==> config.mk <==
export PLATFORM = sky130hd
export DESIGN_NAME = bcrypt_proxy_reader
export DESIGN_NICKNAME = d
export VERILOG_FILES = /design/src/rtl/bcrypt_proxy_reader_pkg.sv /design/src/rtl/serial_pkt_rx.sv /design/src/rtl/bcrypt_proxy_reader.sv
export SDC_FILE = /design/constraint.sdc
export NUM_CORES = 1
export LEC_CHECK = 0
export BUFFER_PORTS_ARGS = -buffer_cell sky130_fd_sc_hd__buf_2
export CAP_MARGIN = 20
export CELL_PAD_IN_SITES_DETAIL_PLACEMENT = 0
export CELL_PAD_IN_SITES_GLOBAL_PLACEMENT = 1
export CORE_ASPECT_RATIO = 2
export CORE_MARGIN = 5
export CORE_UTILIZATION = 40
export DETAILED_ROUTE_END_ITERATION = 16
export GPL_ROUTABILITY_DRIVEN = 0
export MAX_ROUTING_LAYER = met4
export PLACE_DENSITY_LB_ADDON = 0.15
export SLEW_MARGIN = 20
export SYNTH_ARGS = -nofsm -noshare
export SYNTH_HDL_FRONTEND = slang
export SYNTH_SLANG_ARGS = --single-unit
export TNS_END_PERCENT = 30
==> constraint.sdc <==
create_clock -name CLK -period 2.9 [get_ports CLK]
set_input_delay 0.145 -clock CLK [delete_from_list [all_inputs] [get_ports CLK]]
set_output_delay 0.145 -clock CLK [all_outputs]
set_load 0.03 [all_outputs]
==> src/rtl/bcrypt_proxy_reader_pkg.sv <==
// Shared constants and helpers for the bcrypt proxy output path.
// The proxy reader and its serial receiver import this package.
package bcrypt_proxy_reader_pkg;

  // Maximum number of cycles to wait for a start bit after a proxy read strobe.
  localparam int PROXY_RD_START_TIMEOUT = 16;

  // Returns the index of the highest set bit. msb(0) is 0, so msb(n-1)+1 is
  // the width needed to hold the values 0..n-1.
  function automatic int msb(input int value);
    int r;
    r = 0;
    for (int i = 0; i < 32; i++) begin
      if (value[i]) r = i;
    end
    return r;
  endfunction

endpackage

==> src/rtl/serial_pkt_rx.sv <==
// Receives one framed serial packet: waits a bounded time for the start bit,
// then shifts in PKT_BITS data bits LSB-first.
module serial_pkt_rx #(
  parameter int PKT_BITS      = 64,
  parameter int START_TIMEOUT = 16
) (
  input  logic                CLK,
  input  logic                nRST,
  input  logic                start,
  input  logic                din,
  output logic [PKT_BITS-1:0] pkt,
  output logic                done,
  output logic                timeout
);

  localparam int CNT_W = $clog2(START_TIMEOUT + 1);
  localparam int BIT_W = $clog2(PKT_BITS + 1);

  localparam logic [1:0] RX_IDLE    = 2'd0;
  localparam logic [1:0] WAIT_START = 2'd1;
  localparam logic [1:0] SHIFT      = 2'd2;

  logic [1:0]          state;
  logic [CNT_W-1:0]    wait_cnt;
  logic [BIT_W-1:0]    bit_cnt;
  logic [PKT_BITS-1:0] shreg;
  logic                last_wait;
  logic                last_bit;

  assign last_wait = (wait_cnt == CNT_W'(START_TIMEOUT - 1));
  assign last_bit  = (bit_cnt == BIT_W'(PKT_BITS - 1));

  // done and timeout flag the cycle of the deciding sample so the parent can
  // register its outputs on that same edge; a start bit beats the timeout.
  assign done    = (state == SHIFT) && last_bit;
  assign timeout = (state == WAIT_START) && !din && last_wait;

  // During the final sample, present the packet including the bit in flight.
  assign pkt = done ? {din, shreg[PKT_BITS-1:1]} : shreg;

  // NOTE: sequential state uses non-blocking assignments only, so every
  // register in this block sees pre-edge values regardless of statement order.
  always_ff @(posedge CLK or negedge nRST) begin
    if (!nRST) begin
      state    <= RX_IDLE;
      wait_cnt <= '0;
      bit_cnt  <= '0;
      // NOTE: the packet register is reset as well; it is plain flops, not a
      // RAM, and a cleared value keeps pkt deterministic after reset.
      shreg    <= '0;
    end else if (start) begin
      state    <= WAIT_START;
      wait_cnt <= '0;
    end else begin
      case (state)
        WAIT_START: begin
          if (din) begin
            state   <= SHIFT;
            bit_cnt <= '0;
          end else if (last_wait) begin
            state <= RX_IDLE;
          end else begin
            wait_cnt <= wait_cnt + 1'b1;
          end
        end
        SHIFT: begin
          shreg   <= {din, shreg[PKT_BITS-1:1]};
          bit_cnt <= bit_cnt + 1'b1;
          if (last_bit) state <= RX_IDLE;
        end
        default: state <= RX_IDLE;
      endcase
    end
  end

endmodule

==> src/rtl/bcrypt_proxy_reader.sv <==
// Round-robin collector: strobes one non-empty proxy, receives its serial
// packet and streams it out as bytes over a valid/ready handshake.
module bcrypt_proxy_reader
  import bcrypt_proxy_reader_pkg::*;
#(
  parameter int NUM_PROXIES   = 2,
  parameter int PKT_BITS      = 64,
  parameter int START_TIMEOUT = PROXY_RD_START_TIMEOUT
) (
  input  logic                              CLK,
  input  logic                              nRST,
  input  logic [NUM_PROXIES-1:0]            proxy_empty,
  output logic [NUM_PROXIES-1:0]            proxy_rd_en,
  input  logic [NUM_PROXIES-1:0]            proxy_dout,
  output logic [7:0]                        dout,
  output logic                              dout_valid,
  output logic                              dout_last,
  input  logic                              dout_ready,
  output logic [msb(NUM_PROXIES-1):0]       src_proxy,
  output logic                              err_timeout
);

  localparam int PTR_W  = msb(NUM_PROXIES - 1) + 1;
  localparam int NBYTES = PKT_BITS / 8;
  localparam int IDX_W  = msb(NBYTES - 1) + 1;

  // WAIT_START and SHIFT live inside the receiver; RECV covers both here.
  localparam logic [1:0] IDLE   = 2'd0;
  localparam logic [1:0] STROBE = 2'd1;
  localparam logic [1:0] RECV   = 2'd2;
  localparam logic [1:0] OUT    = 2'd3;

  logic [1:0]          state;
  logic [PTR_W-1:0]    ptr;
  logic [PTR_W-1:0]    sel;
  logic [IDX_W-1:0]    idx;
  logic [PKT_BITS-1:0] rx_pkt;
  logic                rx_done;
  logic                rx_timeout;

  function automatic logic [PTR_W-1:0] wrap_inc(input logic [PTR_W-1:0] p);
    return (p == PTR_W'(NUM_PROXIES - 1)) ? '0 : p + 1'b1;
  endfunction

  serial_pkt_rx #(
    .PKT_BITS      (PKT_BITS),
    .START_TIMEOUT (START_TIMEOUT)
  ) u_rx (
    .CLK     (CLK),
    .nRST    (nRST),
    .start   (state == STROBE),
    .din     (proxy_dout[sel]),
    .pkt     (rx_pkt),
    .done    (rx_done),
    .timeout (rx_timeout)
  );

  always_ff @(posedge CLK or negedge nRST) begin
    if (!nRST) begin
      state       <= IDLE;
      ptr         <= '0;
      sel         <= '0;
      idx         <= '0;
      proxy_rd_en <= '0;
      dout        <= '0;
      dout_valid  <= 1'b0;
      dout_last   <= 1'b0;
      src_proxy   <= '0;
      err_timeout <= 1'b0;
    end else begin
      err_timeout <= 1'b0;
      case (state)
        IDLE: begin
          if (!proxy_empty[ptr]) begin
            sel         <= ptr;
            proxy_rd_en <= NUM_PROXIES'(1) << ptr;
            state       <= STROBE;
          end else begin
            ptr <= wrap_inc(ptr);
          end
        end
        STROBE: begin
          proxy_rd_en <= '0;
          state       <= RECV;
        end
        RECV: begin
          if (rx_done) begin
            dout       <= rx_pkt[7:0];
            dout_valid <= 1'b1;
            dout_last  <= (NBYTES == 1);
            idx        <= '0;
            src_proxy  <= sel;
            state      <= OUT;
          end else if (rx_timeout) begin
            err_timeout <= 1'b1;
            ptr         <= wrap_inc(sel);
            state       <= IDLE;
          end
        end
        OUT: begin
          if (dout_ready) begin
            if (dout_last) begin
              dout       <= '0;
              dout_valid <= 1'b0;
              dout_last  <= 1'b0;
              ptr        <= wrap_inc(sel);
              state      <= IDLE;
            end else begin
              // The receiver holds the packet until the next strobe, so bytes
              // are read straight from it.
              idx       <= idx + 1'b1;
              dout      <= rx_pkt[8*(int'(idx)+1) +: 8];
              dout_last <= (int'(idx) + 2 == NBYTES);
            end
          end
        end
        default: state <= IDLE;
      endcase
    end
  end

endmodule

# Word level (Yosys, flattened, before mapping)

Index checks and enable logic that the tools add are counted.

$add $sub $neg: 7
$mul: 0
Divide/modulo/power cells: 0
Order comparisons: 2
Equality and inequality tests: 22
Shift-type cells: 2
Mux-type cells: 51
Bitwise logic cells: 2
Reduce and logical (&&, ||, !) cells: 22

Operators with widths:

| cell                  | count |
|---|---|
| $mux W64              | 1 |
| $shiftx A64 B8 Y8     | 1 |
| $mux W8               | 3 |
| $mux W1               | 20 |
| $mux W2               | 10 |
| $mux W5               | 4 |
| $pmux W8 S2           | 1 |
| $ne A2 B2 Y1 const B  | 7 |
| $pmux W7 S2           | 1 |
| $reduce_and A4 Y1     | 3 |
| $reduce_and A2 Y1     | 5 |
| $mux W3               | 3 |
| $reduce_and A3 Y1     | 3 |
| $ne A2 B1 Y1 const B  | 4 |
| $pmux W2 S2           | 2 |
| $pmux W2 S4           | 1 |
| $reduce_bool A2 Y1    | 4 |
| $add A7 B1 Y7 const B | 1 |
| $eq A7 B6 Y1 const B  | 1 |
| $mux W7               | 1 |
| $eq A2 B2 Y1 const B  | 3 |
| $pmux W3 S2           | 1 |
| $reduce_and A6 Y1     | 1 |
| $add A5 B1 Y5 const B | 1 |
| other kinds (19)      | 26 |

Flip-flop bits (word level): 99
Latch bits: 0
RAM bits: 0
Bits in read-only memories: 0
Output and inout bits: 14
Memories: 0

# Longest topological paths before layout

Word-level depth: 8
Mapped depth: 9

# Modules after synthesis

From an unflattened synthesis, not the netlist that was laid out.

Cell total of the unflattened synthesis: 463
Area total of the unflattened synthesis: 5,769.3 um^2

Modules (own cells, without submodules):

| module              | instances | cells each | area an instance (um^2) | sequential area each (um^2) |
|---|---|---|---|---|
| serial_pkt_rx       | 1         | 288        | 4,121.5                 | 1,951.9 |
| bcrypt_proxy_reader | 1         | 175        | 1,647.8                 | 525.5 |

# Least setup slack after synthesis

OpenSTA, ideal clock, no wires.

Kind: reg2reg
Start point: register state[0]
End point: register u_rx.bit_cnt[6]
Setup time: 0.142 ns
Arrival: 1.709 ns
Setup slack: 1.048 ns
Stages on the path, launching flop included: 8
Path buffers: 2
Clock period less this slack: 1.852 ns
Cells stage by stage: dfrtp_1 nor2b_1 buf_6 or3b_1 buf_2 or3_1 xor2_1 nor2_2

Longest elaborated chain between the ends: 3

RTL lines:

| what                        | line                      | source |
|---|---|---|
| start: declaration          | bcrypt_proxy_reader.sv:33 | `logic [1:0] state;` |
| start signal: assignment    | bcrypt_proxy_reader.sv:60 | `state <= IDLE;` |
| start signal: assignment    | bcrypt_proxy_reader.sv:77 | `state <= STROBE;` |
| start signal: assignment    | bcrypt_proxy_reader.sv:84 | `state <= RECV;` |
| $eq A2 B1 Y1                | bcrypt_proxy_reader.sv:51 | `.start (state == STROBE),` |
| $not A1 Y1 (no line)        | n/a                       |  |
| $reduce_and A3 Y1 (no line) | n/a                       |  |
| end signal: assignment      | serial_pkt_rx.sv:68       | `bit_cnt <= bit_cnt + 1'b1;` |
| end: declaration            | serial_pkt_rx.sv:25       | `logic [BIT_W-1:0] bit_cnt;` |

No other way between the ends.
A chain may end at the register's enable or synchronous reset.

# Worst setup path after layout

Start point: register u_rx.state[0]
End point: register dout[7]

Longest elaborated chain between the ends: 7
Elaborated cells between the ends (all ways): 10
Those cells by class: eq/ne: 2; shift: 1; mux: 5; reduce/logical: 2

RTL lines:

| what                     | line                       | source |
|---|---|---|
| start: declaration       | serial_pkt_rx.sv:23        | `logic [1:0] state;` |
| start signal: assignment | serial_pkt_rx.sv:45        | `state <= RX_IDLE;` |
| start signal: assignment | serial_pkt_rx.sv:52        | `state <= WAIT_START;` |
| start signal: assignment | serial_pkt_rx.sv:58        | `state <= SHIFT;` |
| $eq A2 B2 Y1 (*)         | serial_pkt_rx.sv:35        | `assign done = (state == SHIFT) && last_bit;` |
| $logic_and A1 B1 Y1 (*)  | serial_pkt_rx.sv:35        |  |
| $mux W64                 | serial_pkt_rx.sv:39        | `assign pkt = done ? {din, shreg[PKT_BITS-1:1]} : shreg;` |
| $shiftx A64 B8 Y8        | bcrypt_proxy_reader.sv:112 | `dout <= rx_pkt[8*(int'(idx)+1) +: 8];` |
| $mux W8                  | bcrypt_proxy_reader.sv:102 | `if (dout_last) begin` |
| $mux W8                  | bcrypt_proxy_reader.sv:101 | `if (dout_ready) begin` |
| $pmux W8 S2              | bcrypt_proxy_reader.sv:72  | `case (state)` |
| end signal: assignment   | bcrypt_proxy_reader.sv:88  | `dout <= rx_pkt[7:0];` |
| end signal: assignment   | bcrypt_proxy_reader.sv:112 |  |
| end: declaration         | bcrypt_proxy_reader.sv:15  | `output logic [7:0] dout,` |

Mark *: on every way between the ends. The rest lies on a longest branch, timed or not. The select of a mux whose other input is x is not followed.

==> metrics.md <==
| Metric | Value |
|---|---|
| Initial Util | `40.4%` |
| Sequential Power Share | `38.7%` |
| HPWL after DPL | `9.81 mm` |
| PwrDens | `929 mW/mm2` |
| Status | `complete, no violations` |
| Max-slew violation count | `0` |
| Number of fill cells | `1,278` |
| Layout cells sized above 1 | `13.0%` |
| Post-Route Setup TNS | `0 ns` |
| # nets final | `613` |
| Sw Ratio | `41.0%` |
| Final instance area | `0.00572 mm2` |
| First-pass GRT wire length | `22.2 mm` |
| YS warnings | `0` |
| Crit start category | `register` |
| Ranking of synthesized cells by area | `dfrtp_1, nand2_1, mux4_2` |
| Area grow syn2layout | `13.3%` |
| Largest net degree at the start of global routing | `54` |
| Hold Vio Cnt, Final | `0` |
| Root Driver | `clkbuf_16` |
| Maximum vdd ir drop | `0.457 mV` |
| Syn_nets | `594` |
| Most frequent cells in the layout | `nand2_1, dfrtp_1, o21ai_0, nand3_1, a21oi_1` |
| H-tree depth | `3` |
| Ys flop type | `dfrtp_1` |
| Clock group share of total power | `25.1%` |
| CP Max Fanout | `17` |
| Synth Cell Area | `0.00505 mm2` |
| Die area | `0.0151 mm2` |
| Clock Skew | `0.00913 ns` |
| Clock buffer depth | `2` |
| Highest clock rate | `408 MHz` |
| PortBufs | `20` |
| Register area | `0.00245 mm2` |
| Total GRT Usage | `19.8%` |
| Critical-path top delay cell | `nand4b_1` |
| Vias in the first global route | `4,209` |
| Cells after Synth | `582` |
| Family with the most delay on the worst path | `simple AND/OR/NAND/NOR gates` |
| WS Path Type | `register to register` |
| Sink Count | `98` |
| Final Instance Count excl. Fillers | `756` |
| Max cap viols | `0` |
| Postcts setup bufs | `0` |
| Setup Viol. Count Final | `0` |
| P_sw | `2180 uW` |
| Tmin final | `2.45 ns` |
| Max stage delay on crit path | `0.60 ns` |
| Distinct cells, synth | `53` |
| Actual slew at the worst max-slew pin | `0.708 ns` |
| ANT cells | `0` |
| Top cell type's share of synthesized area | `48.6%` |
| Pre-antenna DRT Iters | `4` |
| # hold bufs at CTS | `1` |
| Dpl cell area | `0.00538 mm2` |
| Cts repair resizes | `0` |
| DRT iter0 DRCs | `240` |
| Register bit total from synthesis | `98` |
| Die Y | `169 um` |
| Combinational group share of total power | `36.2%` |
| Wire per inst | `18.0 um` |
| Syn_area_per_cell | `8.67 um2` |
| CTS Buf Count | `9` |
| Hold Path Class | `input pin to register` |
| Vias per cell | `5.51` |
| Ports | `21` |
| Buf+Inv Stages, Crit Path | `1` |
| Routed wire length | `13.6 mm` |
| Antenna violations before repair | `0` |
| Design Power | `5320 uW` |
| Via Count | `4,167` |
| Area of the multi-input gates | `0.00240 mm2` |
| Slew margin rel. | `52.5%` |
| CTS tree | `done` |
| Cell Int Power | `3130 uW` |
| Worst Path Required | `3.11 ns` |
| RSZ-0062 raised after global routing | `false` |
| Worst skew pair latency | `0.35 ns` |
| Yosys top cell by area | `dfrtp_1` |
| Leading cell type in the layout, fill and taps excluded | `nand2_1` |
| Critical path arrival | `2.67 ns` |
| Antenna viol nets, final | `0` |
| Asr flop ratio synth | `100%` |
| DRC Markers | `0` |
| Clk slew on worst S/H paths | `0.07 ns` |
| Grt total ovfl | `0` |
| Final period util | `84.5%` |
| Placed Cells incl. Taps | `739` |
| Ordered list of cells on the worst path | `nand4b_1 -> nor2_1 -> buf_4 -> mux4_2 -> a211oi_1 -> o221ai_1` |
| Share of the yosys chip area belonging to registers | `48.6%` |
| Core area | `0.0125 mm2` |
| Die Width | `89.4 um` |
| Post-synth EDFFs | `0` |
| Critical Path Sink Type | `register` |
| Leak | `0.00271 uW` |
| Row count | `58` |
[stage by stage]
| step | setup WS [ns] | util [%] | hold WS [ns] |
|---|---|---|---|
| 6_report | 0.449 | 45.8 | 0.0828 |
| 3_5_place_dp | 0.485 | 43.1 | 0.211 |
| 2_1_floorplan | 1.05 | - | -0.151 |
| 5_1_grt | 0.202 | 45.8 | 0.119 |
| 4_1_cts | 0.463 | 45.8 | 0.0847 |
| 3_3_place_gp | 0.551 | 43.1 | 0.200 |
[kinds of logic after synthesis]
kind of cell	share of synthesized area, %
and+or+nand+nor	26.0
AOI/OAI and AO/OA	13.2
DFF	48.6
buffers and inverters	3.94
muxes	5.73
xor gates and xnor gates	1.39
adders and majority gates	1.24
[per-layer routing]
layer  GRT usage, %  up-vias  share of wire (%)
met5              -        -                  0
met4           10.6        0                5.1
met3           2.58       36                3.2
met2           33.5       95                 52
met1           21.9     2014                 39
li1               -     2022                  -
[worst register-to-register path, delay by kind of cell, from the launching register on]
family	cells	cell delay, ns
compound gates	2	0.41
buf+inv	1	0.22
flops	1	0.43
mux	1	0.29
simple gates	2	0.98
[flip-flops by register name, summed over array words and instances (netlist names), 2 cells and up]
register / cells
u_rx.bit_cnt: 7
dout: 8
idx: 3
u_rx.state: 2
state: 2
proxy_rd_en: 2
u_rx.wait_cnt: 5
u_rx.shreg: 63
[synthesized netlist by cell type, drive strengths merged (7+ instances only)]
cell    number
nand2      212
dfrtp       98
o21ai       37
nand3       26
a21oi       24
nor2        20
buf         18
clkbuf      18
mux4        10
a22oi        9
nor3         9
inv          8
o31ai        8
a22o         7
and3         7
nor2b        7
[final cells by class]
class | count | area share (%)
timing repair buffer | 44 | 5.43
inverter | 9 | 0.591
multi-input combinational | 439 | 42.0
tap | 150 | 3.28
clock buffer | 9 | 3.94
clock inverter | 7 | 1.90
sequential | 98 | 42.9
[power groups by stage]
| stage | Sequential, uW | Clock [uW] | Combinational [uW] |
|---|---|---|---|
| 2_1_floorplan | 2030 | 0 | 1280 |
| 3_3_place_gp | 2070 | 0 | 1920 |
| 3_5_place_dp | 2080 | 0 | 1950 |
| 4_1_cts | 2060 | 1370 | 1950 |
| 5_1_grt | 2110 | 1410 | 2150 |
| 6_report | 2060 | 1340 | 1920 |
[worst paths after layout]
kind,from,slack [ns],depth (start not counted),end
min in group asynchronous,nRST,0.35,2,sel
setup reg to reg,u_rx.state[0],0.45,6,dout[7]
hold reg to reg,u_rx.shreg[35],0.49,2,u_rx.shreg[34]
setup / recovery,u_rx.state[0],0.45,6,dout[7]
max in group asynchronous,nRST,1.83,3,u_rx.shreg[45]
hold / removal,proxy_empty[0],0.08,3,sel
Note: power is estimated with default switching activity, not from simulation.
